### src/rtl/serial_subtractor.sv
// Bit-serial two's-complement subtractor (a - b, LSB first) behind a start/done handshake.
// Optional signed overflow flag is enabled by defining SERIAL_SUB_OVF_EN.
module serial_subtractor #(
    parameter int WIDTH = 8
) (
    input  logic             clk,
    input  logic             rst,
    input  logic             start,
    input  logic [WIDTH-1:0] a,
    input  logic [WIDTH-1:0] b,
    output logic             busy,
    output logic             done,
    output logic [WIDTH-1:0] diff,
    output logic             borrow,
    output logic             ovf
);

    localparam int CW = $clog2(WIDTH + 1);
    localparam logic [CW-1:0] LAST = CW'(WIDTH - 1);

    typedef enum logic [1:0] {
        IDLE,
        RUN,
        DONE
    } state_t;

    state_t           state;
    logic [WIDTH-1:0] a_sh;
    logic [WIDTH-1:0] b_sh;
    logic [WIDTH-1:0] d_sh;
    logic             br;
    logic [CW-1:0]    cnt;

    logic             d_bit;
    logic             br_next;
    logic [WIDTH-1:0] d_next;
    logic             load;

`ifdef SERIAL_SUB_OVF_EN
    logic [1:0]       msb;
`endif

    // Full-subtractor cell on the current LSBs; the new difference bit enters d_sh from the top.
    always_comb begin
        d_bit   = a_sh[0] ^ b_sh[0] ^ br;
        br_next = (~a_sh[0] & b_sh[0]) | (~(a_sh[0] ^ b_sh[0]) & br);
        d_next  = {d_bit, d_sh[WIDTH-1:1]};
        load    = start && ((state == IDLE) || (state == DONE));
    end

    always_ff @(posedge clk or posedge rst) begin
        if (rst) begin
            state  <= IDLE;
            busy   <= 1'b0;
            done   <= 1'b0;
            diff   <= '0;
            borrow <= 1'b0;
            a_sh   <= '0;
            b_sh   <= '0;
            d_sh   <= '0;
            br     <= 1'b0;
            cnt    <= '0;
`ifdef SERIAL_SUB_OVF_EN
            msb    <= 2'b00;
            ovf    <= 1'b0;
`endif
        end else begin
            case (state)
                IDLE: begin
                    done <= 1'b0;
                end
                RUN: begin
                    a_sh <= a_sh >> 1;
                    b_sh <= b_sh >> 1;
                    d_sh <= d_next;
                    br   <= br_next;
                    cnt  <= cnt + CW'(1);
                    if (cnt == LAST) begin
                        diff   <= d_next;
                        borrow <= br_next;
`ifdef SERIAL_SUB_OVF_EN
                        ovf    <= (msb[1] != msb[0]) && (d_bit != msb[1]);
`endif
                        state  <= DONE;
                        busy   <= 1'b0;
                        done   <= 1'b1;
                    end
                end
                DONE: begin
                    done  <= 1'b0;
                    state <= IDLE;
                end
                default: begin
                    state <= IDLE;
                    busy  <= 1'b0;
                    done  <= 1'b0;
                end
            endcase

            // A start in IDLE or DONE overrides the state update above; start in RUN is ignored.
            if (load) begin
                a_sh  <= a;
                b_sh  <= b;
                d_sh  <= '0;
                br    <= 1'b0;
                cnt   <= '0;
`ifdef SERIAL_SUB_OVF_EN
                msb   <= {a[WIDTH-1], b[WIDTH-1]};
`endif
                state <= RUN;
                busy  <= 1'b1;
            end
        end
    end

`ifndef SERIAL_SUB_OVF_EN
    assign ovf = 1'b0;
`endif

endmodule
### config.mk
export PLATFORM = sky130hd
export DESIGN_NAME = serial_subtractor
export DESIGN_NICKNAME = d
export VERILOG_FILES = /design/src/rtl/serial_subtractor.sv
export SDC_FILE = /design/constraint.sdc
export NUM_CORES = 1
export LEC_CHECK = 0
export CORE_ASPECT_RATIO = 1.5
export CORE_UTILIZATION = 38
export DETAILED_ROUTE_END_ITERATION = 10
export GPL_ROUTABILITY_DRIVEN = 1
export PLACE_DENSITY_LB_ADDON = 0.2
export SLEW_MARGIN = 5
export SYNTH_ARGS = -nofsm -noshare
export SYNTH_HDL_FRONTEND = slang
export SYNTH_SLANG_ARGS = --single-unit
### constraint.sdc
create_clock -name clk -period 3.1 [get_ports clk]
set_clock_uncertainty 0.1 [all_clocks]
set_input_delay 0.62 -clock clk [delete_from_list [all_inputs] [get_ports clk]]
set_output_delay 0.62 -clock clk [all_outputs]
set_load 0.01 [all_outputs]
==> impl_summary.md <==
Timing
The worst path in the final design needs a cycle of 2.13 ns, including I/O delays and setup. Setup repair after global routing left no endpoint under its margin. Adding up every negative setup slack in the final design gives 0 ns. Dividing the final minimum period by the clock period gives 68.6%.

The final-report setup violation count is 0. The number of pins exceeding their max-slew limit in the final report is 0. At the pin with the least slew margin, the transition time is 0.736 ns. The hold violation total from the final report is 0. The worst pin sits at a relative slew slack of 50.7%. The upper clock frequency limit is 0.470 GHz.

Synthesis
The share of synthesized area occupied by flip-flops and latches is 58.8%. The Yosys step of the flow raised 0 warnings. The mapped cell area is 1740 sq um. The number of synthesized register bits is 41. Each instance of the synthesized netlist takes up on average 12.2 sq um. The number of different library cells in the post-synthesis netlist is 32. When the netlist entered floorplanning its net count stood at 164. In the synthesized netlist, the number of instances is 143.

Clocking
TritonCTS built the clock tree. The number of gates resized after cts is 0. The clock reaches the later pin of the worst-skew pair after 0.29 ns. The post-CTS repair timing setup buffer count is 0.

In this run, CTS created clock tree buffers numbering 5. The tree built by TritonCTS fans out to 41 sinks. The deepest level of the CTS H-tree is 2. The buffer depth of the longest clock path is 2. The number of hold buffers added after cts is 0.

CTS placed an instance of clkbuf_8 at the clock tree root. The clock transition time at the flip-flop clock pins of the worst setup and hold paths is 0.07 ns.

Die
The overall die area is 4870 sq um. The cell row count is 29. The initial core utilization is 40.4%. The core region is 4320 sq um. In this run the count of I/O pins placed on the die edge is 31. The floorplan step set the die width to 57.3 um. The die height is 85.0 um.

Status
The final reports fail on DRC. The run finished, with violations left.

GRT
The global-route usage over all layers is 15.8%. Global routing finished with a remaining overflow of 0. The first-pass GRT wire length is 5760 um. The number of global-route vias before repair came to 1177.

The initial antenna violation count is 0. Entering global routing, the biggest net connects 42 pins.

Hold path
The path class of the tightest hold or removal check is flop to flop. The worst hold path startpoint is cnt[3]. The number of instances on the worst hold path is 1.

For hold timing, the worst endpoint is cnt[3].

Placement
In this run the tool buffered the top-level ports with 29 buffer cells. The routability congestion estimate from global placement is 0.706. The post-placement cell area is 2020 sq um. Detailed placement finished with a half-perimeter wire length of 2290 um.

Final layout
The layout cell share with drive strength beyond 1 is 10.7%. The number of antenna cells inserted is 0. With fillers left out, the area of the finished cells amounts to 2110 sq um. In the layout the commonest cells are 41 x dfrtp_1, 29 x clkdlybuf4s50_1, 15 x nand2_1.

The library cell used most frequently in the layout, excluding fill and tap cells, is dfrtp_1. In the final design database the tool counted 190 nets. From synthesis to final layout, the design area changed by 20.9%. The layout has 393 filler cells.

Worst setup path
In this run the critical register-to-register path is captured at diff[5]. Measured in cells, the most critical reg-to-reg path has a length of 3. The worst setup path is launched from a primary input. The data required time at the worst endpoint is 3.22 ns. The endpoint class of the critical path is a flop. The kind of critical path is primary input to flop. The largest driver fanout on the critical path is 18. The launch instance of the worst register-to-register path is state[0]. The setup check on the worst reg-to-reg path leaves a slack of 1.18 ns. The worst endpoint data arrival time is 2.25 ns.

Job
The tool flagged a number of max-cap violations equal to 0.

Routing
In this run the remaining antenna-violating nets after routing total 0. The average via count per standard cell is 5.39. In the final routed layout, each cell accounts on average for 15.5 um. The pre-antenna-repair detailed-routing pass consisted of 9 iterations. For this run, design rule violations remaining after detail routing come to 3.

The detailed-route wire length is 3340 um. The count of vias placed by the detailed router is 1158. The initial DRC count is 55.

Power and ir drop
IR analysis of the VDD net gives a maximum drop of 0.404 mV. For this design the static power due to leakage is 0.988 nW. The total power divided by cell area is 969 nW/um^2.
==> how the worst max path moves through the flow <==
stage                     start      end  cells past startpoint
after global placement    start  d_sh[7]                      5
after floorplan             rst  a_sh[0]                      1
final                     start  d_sh[2]                      5
after CTS                 start  d_sh[2]                      5
after detailed placement  start  d_sh[2]                      5
after global routing      start  b_sh[7]                      5
==> stage by stage <==
stage	hold WS, ns	power, W	setup slack (ns)	std cells	utilization [%]
after floorplan	0.337	0.00148	1.43	143	-
after global placement	0.352	0.00167	0.779	208	46.9
after detailed placement	0.376	0.00171	0.678	208	46.9
after CTS	0.386	0.00207	0.977	215	48.9
after global routing	0.414	0.00221	0.822	215	48.9
final	0.383	0.00205	0.973	215	48.9
==> cells by family after synthesis <==
| family | count (synthesis) | synth area share [%] |
|---|---|---|
| AO/OA/AOI/OAI | 30 | 13.3 |
| XOR/XNOR | 1 | 0.502 |
| adder cells (fa/ha/maj) | 2 | 1.87 |
| buffers and inverters | 16 | 5.67 |
| flip-flops | 41 | 58.8 |
| multiplexers | 9 | 7.46 |
| other | 1 | 0.215 |
| AND/OR/NAND/NOR | 43 | 12.2 |
==> synthesized netlist by cell type, drive strengths merged <==
| cell | number | share of area (%) |
|---|---|---|
| a21oi | 2 | 0.57 |
| a221o | 1 | 0.57 |
| a22o | 10 | 5.0 |
| a22oi | 12 | 5.2 |
| a31oi | 1 | 0.36 |
| and2 | 1 | 0.50 |
| and3b | 1 | 0.50 |
| buf | 12 | 4.8 |
| conb | 1 | 0.22 |
| dfrtp | 41 | 59 |
| fa | 1 | 1.1 |
| ha | 1 | 0.72 |
| inv | 4 | 0.86 |
| mux2 | 8 | 6.9 |
| mux2i | 1 | 0.57 |
| nand2 | 15 | 3.2 |
| nand2b | 2 | 0.72 |
| nand3 | 13 | 3.7 |
| nand3b | 1 | 0.43 |
| nand4 | 1 | 0.36 |
| nor2 | 6 | 1.3 |
| nor2b | 2 | 1.1 |
| nor3 | 1 | 0.29 |
| o21ai | 2 | 0.57 |
| o2bb2ai | 1 | 0.50 |
| o32ai | 1 | 0.50 |
| xor2 | 1 | 0.50 |
==> final cells by class <==
type	count	area [sq um]	area share, %
inverter	4	15.0	0.712
clock buffer	7	86.3	4.09
timing repair buffer	31	305	14.5
sequential	41	1030	48.6
multi-input combinational	86	619	29.4
tap	46	57.6	2.73
==> registers in the layout, summed over array words and instances, names as in the netlist <==
name    flops
a_sh        8
b_sh        8
diff        8
d_sh        7
cnt         4
state       2
borrow      1
br          1
busy        1
done        1
==> metal layers <==
metal / vias to the layer above / global-route usage [%] / routed length, um
li1: 549 / - / -
met1: 571 / 20.4 / 1480
met2: 31 / 24.4 / 1650
met3: 7 / 4.57 / 147
met4: 0 / 7.32 / 65
met5: - / 0 / 0
==> power breakdown <==
part           internal [W]  switching [W]  total [W]
registers          0.000765       0.000153   0.000918
logic              0.000408       0.000370   0.000778
clock network      0.000177       0.000172   0.000349
total               0.00135       0.000696    0.00205
==> critical path, stage by stage <==
cell and delay [ns]:
clkdlybuf4s50_1 0.43, nor2b_1 0.15, buf_4 0.20, nor2_1 0.60
a22o_1 0.24
No activity file was read; power rests on OpenSTA's default activity.
